### src/rtl/signal_selector_pkg.sv
// Shared types and defaults for the N-channel break-before-make phase-signal selector.
package signal_selector_pkg;

    typedef enum logic [1:0] {
        ST_IDLE     = 2'd0,
        ST_WAIT_OLD = 2'd1,
        ST_DEAD     = 2'd2,
        ST_WAIT_NEW = 2'd3
    } sel_state_e;

    localparam int DEF_N_CH        = 4;
    localparam int DEF_DEAD_CYC    = 4;
    localparam int DEF_TIMEOUT_CYC = 255;

    function automatic int max_int(input int a, input int b);
        return (a > b) ? a : b;
    endfunction

endpackage

### src/rtl/signal_selector_n_sync_2ff.sv
// Single-bit two-flop synchronizer with asynchronous active-low reset to 0.
module sync_2ff (
    input  logic i_clk,
    input  logic i_rst_n,
    input  logic i_d,
    output logic o_q
);

    logic meta_q;
    logic sync_q;

    // Two-stage capture of the asynchronous input
    always_ff @(posedge i_clk or negedge i_rst_n) begin
        if (!i_rst_n) begin
            meta_q <= 1'b0;
            sync_q <= 1'b0;
        end else begin
            meta_q <= i_d;
            sync_q <= meta_q;
        end
    end

    assign o_q = sync_q;

endmodule

### src/rtl/signal_selector_n.sv
// N-channel phase-signal selector with break-before-make switching and a dead-time gap.
// Define SIGSEL_SYNC_EN to pass every i_phi bit through a 2-flop synchronizer.
module signal_selector_n
    import signal_selector_pkg::*;
#(
    parameter int  N_CH        = DEF_N_CH,
    parameter int  DEAD_CYC    = DEF_DEAD_CYC,
    parameter int  TIMEOUT_CYC = DEF_TIMEOUT_CYC,
    localparam int SEL_W       = $clog2(N_CH)
) (
    input  logic             i_clk,
    input  logic             i_rst_n,
    input  logic [N_CH-1:0]  i_phi,
    input  logic [SEL_W-1:0] i_sel,
    input  logic             i_sel_valid,
    output logic             o_sel_ready,
    output logic             o_salida,
    output logic [SEL_W-1:0] o_active_sel,
    output logic             o_switching,
    output logic             o_sel_err,
    output logic             o_timeout
);

    localparam int               CNT_W     = $clog2(max_int(DEAD_CYC, TIMEOUT_CYC) + 1);
    localparam logic [CNT_W-1:0] DEAD_LAST = CNT_W'(DEAD_CYC - 1);
    localparam logic [CNT_W-1:0] WAIT_LAST = CNT_W'(TIMEOUT_CYC - 1);
    localparam logic [SEL_W:0]   N_CH_L    = (SEL_W + 1)'(N_CH);

    logic [N_CH-1:0]  phi_s;
    sel_state_e       state_q, state_d;
    logic [SEL_W-1:0] active_q, active_d;
    logic [SEL_W-1:0] pending_q, pending_d;
    logic [CNT_W-1:0] cnt_q, cnt_d;
    logic             salida_q, salida_d;
    logic             sel_err_q, sel_err_d;
    logic             timeout_q, timeout_d;

    logic req_acc_s;
    logic sel_bad_s;
    logic sel_new_s;
    logic old_low_s;
    logic new_low_s;
    logic wait_exp_s;
    logic dead_done_s;

    function automatic logic [CNT_W-1:0] sat_inc(input logic [CNT_W-1:0] v);
        if (v == {CNT_W{1'b1}}) begin
            return v;
        end else begin
            return v + CNT_W'(1);
        end
    endfunction

`ifdef SIGSEL_SYNC_EN
    for (genvar g = 0; g < N_CH; g++) begin : g_sync
        sync_2ff u_sync (
            .i_clk   (i_clk),
            .i_rst_n (i_rst_n),
            .i_d     (i_phi[g]),
            .o_q     (phi_s[g])
        );
    end
`else
    assign phi_s = i_phi;
`endif

    assign req_acc_s   = i_sel_valid & (state_q == ST_IDLE);
    assign sel_bad_s   = ({1'b0, i_sel} >= N_CH_L);
    assign sel_new_s   = ~sel_bad_s & (i_sel != active_q);
    assign old_low_s   = ~phi_s[active_q];
    assign new_low_s   = ~phi_s[pending_q];
    assign wait_exp_s  = (cnt_q >= WAIT_LAST);
    assign dead_done_s = (cnt_q >= DEAD_LAST);

    // FSM state register
    always_ff @(posedge i_clk or negedge i_rst_n) begin
        if (!i_rst_n) begin
            state_q <= ST_IDLE;
        end else begin
            state_q <= state_d;
        end
    end

    // Next-state logic; an expired wait proceeds exactly as if the low had been seen
    always_comb begin
        state_d = state_q;
        case (state_q)
            ST_IDLE: begin
                if (req_acc_s && sel_new_s) begin
                    state_d = ST_WAIT_OLD;
                end else begin
                    state_d = ST_IDLE;
                end
            end
            ST_WAIT_OLD: begin
                if (old_low_s || wait_exp_s) begin
                    state_d = ST_DEAD;
                end else begin
                    state_d = ST_WAIT_OLD;
                end
            end
            ST_DEAD: begin
                if (dead_done_s) begin
                    state_d = ST_WAIT_NEW;
                end else begin
                    state_d = ST_DEAD;
                end
            end
            ST_WAIT_NEW: begin
                if (new_low_s || wait_exp_s) begin
                    state_d = ST_IDLE;
                end else begin
                    state_d = ST_WAIT_NEW;
                end
            end
            default: begin
                state_d = ST_IDLE;
            end
        endcase
    end

    // Output and datapath next-state; output is gated low from the old-low cycle onward
    always_comb begin
        active_d  = active_q;
        pending_d = pending_q;
        salida_d  = 1'b0;
        sel_err_d = 1'b0;
        timeout_d = 1'b0;
        case (state_q)
            ST_IDLE: begin
                salida_d  = phi_s[active_q];
                sel_err_d = req_acc_s & sel_bad_s;
                if (req_acc_s && sel_new_s) begin
                    pending_d = i_sel;
                end else begin
                    pending_d = pending_q;
                end
            end
            ST_WAIT_OLD: begin
                salida_d  = phi_s[active_q] & ~wait_exp_s;
                timeout_d = ~old_low_s & wait_exp_s;
            end
            ST_DEAD: begin
                salida_d = 1'b0;
            end
            ST_WAIT_NEW: begin
                timeout_d = ~new_low_s & wait_exp_s;
                if (new_low_s || wait_exp_s) begin
                    active_d = pending_q;
                end else begin
                    active_d = active_q;
                end
            end
            default: begin
                salida_d = 1'b0;
            end
        endcase

        if ((state_q == ST_IDLE) || (state_d != state_q)) begin
            cnt_d = {CNT_W{1'b0}};
        end else begin
            cnt_d = sat_inc(cnt_q);
        end
    end

    // Datapath and output registers
    always_ff @(posedge i_clk or negedge i_rst_n) begin
        if (!i_rst_n) begin
            active_q  <= {SEL_W{1'b0}};
            pending_q <= {SEL_W{1'b0}};
            cnt_q     <= {CNT_W{1'b0}};
            salida_q  <= 1'b0;
            sel_err_q <= 1'b0;
            timeout_q <= 1'b0;
        end else begin
            active_q  <= active_d;
            pending_q <= pending_d;
            cnt_q     <= cnt_d;
            salida_q  <= salida_d;
            sel_err_q <= sel_err_d;
            timeout_q <= timeout_d;
        end
    end

    assign o_sel_ready  = (state_q == ST_IDLE);
    assign o_switching  = (state_q != ST_IDLE);
    assign o_salida     = salida_q;
    assign o_active_sel = active_q;
    assign o_sel_err    = sel_err_q;
    assign o_timeout    = timeout_q;

endmodule

### config.mk
export PLATFORM = sky130hd
export DESIGN_NAME = signal_selector_n
export DESIGN_NICKNAME = d
export VERILOG_FILES = /design/src/rtl/signal_selector_pkg.sv /design/src/rtl/signal_selector_n_sync_2ff.sv /design/src/rtl/signal_selector_n.sv
export SDC_FILE = /design/constraint.sdc
export NUM_CORES = 1
export LEC_CHECK = 0
export ABC_AREA = 1
export BUFFER_PORTS_ARGS = -buffer_cell sky130_fd_sc_hd__buf_4
export CAP_MARGIN = 20
export CORE_MARGIN = 2
export CORE_UTILIZATION = 25
export DETAILED_ROUTE_END_ITERATION = 12
export GPL_TIMING_DRIVEN = 0
export SLEW_MARGIN = 40
export SYNTH_ARGS = -nofsm -noshare
export SYNTH_HDL_FRONTEND = slang
export SYNTH_HIERARCHICAL = 1
export SYNTH_SLANG_ARGS = --single-unit
export TNS_END_PERCENT = 20
### constraint.sdc
create_clock -name i_clk -period 2.9 [get_ports i_clk]
set_clock_uncertainty 0.05 [all_clocks]
set_input_delay 0.29 -clock i_clk [delete_from_list [all_inputs] [get_ports i_clk]]
set_output_delay 0.29 -clock i_clk [all_outputs]
set_load 0.05 [all_outputs]
==> impl_metrics.json <==
{
  "status": "complete, no violations",
  "drc": 0,
  "synth_enable_flop_cells": 0,
  "yosysMostFrequentCell": "nand2_1",
  "yosysWarningCount": 6,
  "cts_tree": "done",
  "critical_path_class": "reg2reg",
  "ios": 16,
  "ys_top_cells_by_area": "dfrtp_1 (39%), nand2_1 (8.4%), inv_1 (6.2%), nand3_1 (4.9%), o21ai_0 (4.4%)",
  "finalCriticalPeriod_ns": 1.69,
  "detail-route-antenna-nets": 0,
  "h-tree-depth": 1,
  "syn_avg_cell_area_um2": 8.18,
  "vdd_ir_drop_max_mv": 0.228,
  "grt_max_degree": 17,
  "totalWireLength_mm": 1.90,
  "p_per_area_mw_per_mm2": 925,
  "gr-max-usage-layer": "met2",
  "clk_pin_slew_worst_paths_ns": 0.06,
  "dp_hpwl_mm": 1.45,
  "rsz0062_at_grt": "no",
  "timing.final.crit_share_pct": 58.4,
  "dr.pass1.iters": 4,
  "maxSlewViolCount": 0,
  "routabilityCongestion": 0.746,
  "grt_pass1_vias": 772,
  "initial_core_util_pct": 26.0,
  "ff2ff_setup_slack_ns": 1.21,
  "tns_ns": 0,
  "syn_area_mm2": 0.00103,
  "clockRootBuffer": "clkbuf_8",
  "insertion_delay_ns": 0.25,
  "yosysSeqAreaShare_pct": 38.8,
  "io_buffers": 14,
  "ys_top_cells_by_count": "nand2_1 (23), inv_1 (17), dfrtp_1 (16)",
  "syn_nets": 137,
  "dieWidth_um": 68.2,
  "hold_path_class": "in2reg",
  "fp.dieH_um": 68.2,
  "finalHoldViolCount": 0,
  "cts_max_path_buffers": 2,
  "timing.hold.ws_ns": 0.257,
  "antenna_found_initial": 0,
  "cp.required_ns": 3.03,
  "coreArea_mm2": 0.00397,
  "fillers": 451,
  "yosys_register_bits": 16,
  "finalSetupViolCount": 0,
  "critPathMaxFanout": 8,
  "final_nets": 157,
  "fmaxAchievable_mhz": 591,
  "track_usage_pct": 9.80,
  "cp-end-kind": "flip-flop",
  "ys_types": 29,
  "vias_per_cell": 4.15,
  "numClockSinks": 16,
  "drv_cap": 0,
  "p_leak_nw": 0.584,
  "antenna_cells": 0,
  "num_rows": 23,
  "area_delta_synth_final_pct": 21.2,
  "grt_util_met1_pct": 11.3,
  "async_flop_share_pct": 100,
  "via_count": 805,
  "dr.first_iter.drc_count": 54,
  "die_area_mm2": 0.00465,
  "grtUsageMet3_pct": 3.95,
  "postCtsResizedCells": 0,
  "numCtsBuffers": 3,
  "drive_gt1_share_pct": 29.9,
  "synth_top_area_share_pct": 38.8,
  "ys.flop_type": "dfrtp_1",
  "grt_overflow_total": 0,
  "postSynthCellCount": 126,
  "arrival_ns": 1.83,
  "startpoint_type": "flip-flop",
  "grt_pass1_wl_mm": 3.31,
  "grtUsageMet2_pct": 16.1,
  "synth_top_area_cell": "dfrtp_1",
  "routedWlPerCell_um": 9.80
}
-- logic make-up (layout without fill, tap and decap cells) --
| logic type | Yosys count | in the layout | share of synthesized area (%) |
|---|---|---|---|
| AOI/OAI and AO/OA | 15 | 15 | 8.74 |
| xor gates and xnor gates | 4 | 4 | 3.40 |
| adders and majority gates | 2 | 2 | 2.43 |
| buffers and inverters | 21 | 39 | 8.01 |
| DFF | 16 | 16 | 38.8 |
| other | 1 | 1 | 0.364 |
| and+or+nand+nor | 67 | 67 | 38.2 |
-- worst paths after layout --
check	from	end	cells past startpoint
worst max-delay path	cnt_q[0]	cnt_q[2]	10
worst min-delay path	i_sel[0]	pending_q[0]	3
worst max register to register	cnt_q[0]	cnt_q[2]	10
worst min register to register	pending_q[1]	pending_q[1]	2
max in group asynchronous	i_rst_n	cnt_q[5]	2
min in group asynchronous	i_rst_n	pending_q[0]	2
-- power by group --
group          leakage [nW]  internal, W  total, W  switching (W)
sequential            0.207     0.000282  0.000348      0.0000660
clock                0.0216    0.0000921  0.000166      0.0000743
combinational         0.356     0.000216  0.000642       0.000426
total                 0.584     0.000590   0.00116       0.000566
-- worst max-delay path, cell delays in order, from the launching register on --
cell     delay, ns
dfrtp_1       0.37
inv_1         0.07
ha_1          0.19
or2_4         0.24
nand3_4       0.12
nand2_2       0.07
nand3_2       0.11
inv_2         0.06
a21oi_4       0.17
nand2_8       0.10
nor2_2        0.08
-- per-layer routing --
| layer | wire length [um] | part of all wire (%) |
|---|---|---|
| met5 | 0 | 0 |
| met4 | 21 | 1.1 |
| met3 | 126 | 6.6 |
| met2 | 866 | 46 |
| met1 | 887 | 47 |
-- flip-flops by register name (all words and copies together), names as in the netlist --
name and flops:
cnt_q 8, o_active_sel 2, o_salida 1, o_timeout 1
pending_q 2, state_q 2
-- through the flow --
step           setup WS [ns]  cells  utilization (%)  total power [W]  cell area (um^2)
2_1_floorplan          0.847    126                -         0.000857              1030
3_3_place_gp            1.20    190             30.2         0.000994              1200
3_5_place_dp            1.19    190             30.2          0.00100              1200
4_1_cts                 1.17    194             31.5          0.00118              1250
5_1_grt                 1.01    194             31.5          0.00125              1250
6_report                1.21    194             31.5          0.00116              1250
-- layout make-up --
cell class	count	area, um^2	area share, %
flip-flops and latches	16	400	32.0
repair buffers	15	115	9.21
plain buffers	1	7.51	0.601
multi-input cells	89	548	43.8
inverters	20	75.1	6.01
well taps	50	62.6	5.01
clock buffers	3	41.3	3.30
-- placed cells by master (no fill, tap or decap), types with 3 or more instances in the layout --
master    instances
nand2_1          23
inv_1            17
dfrtp_1          16
buf_4            15
nor2_1           11
nand3_1          10
o21ai_0           9
nor2_2            7
inv_2             3
nand2_2           3
nand3_2           3
clkbuf_8          3
-- what timing repair did --
item,in CTS,in global routing
hold buffers,1,0
buffers inserted,0,0
hold endpoints to repair,16,0
(Power assumes the default switching activity.)
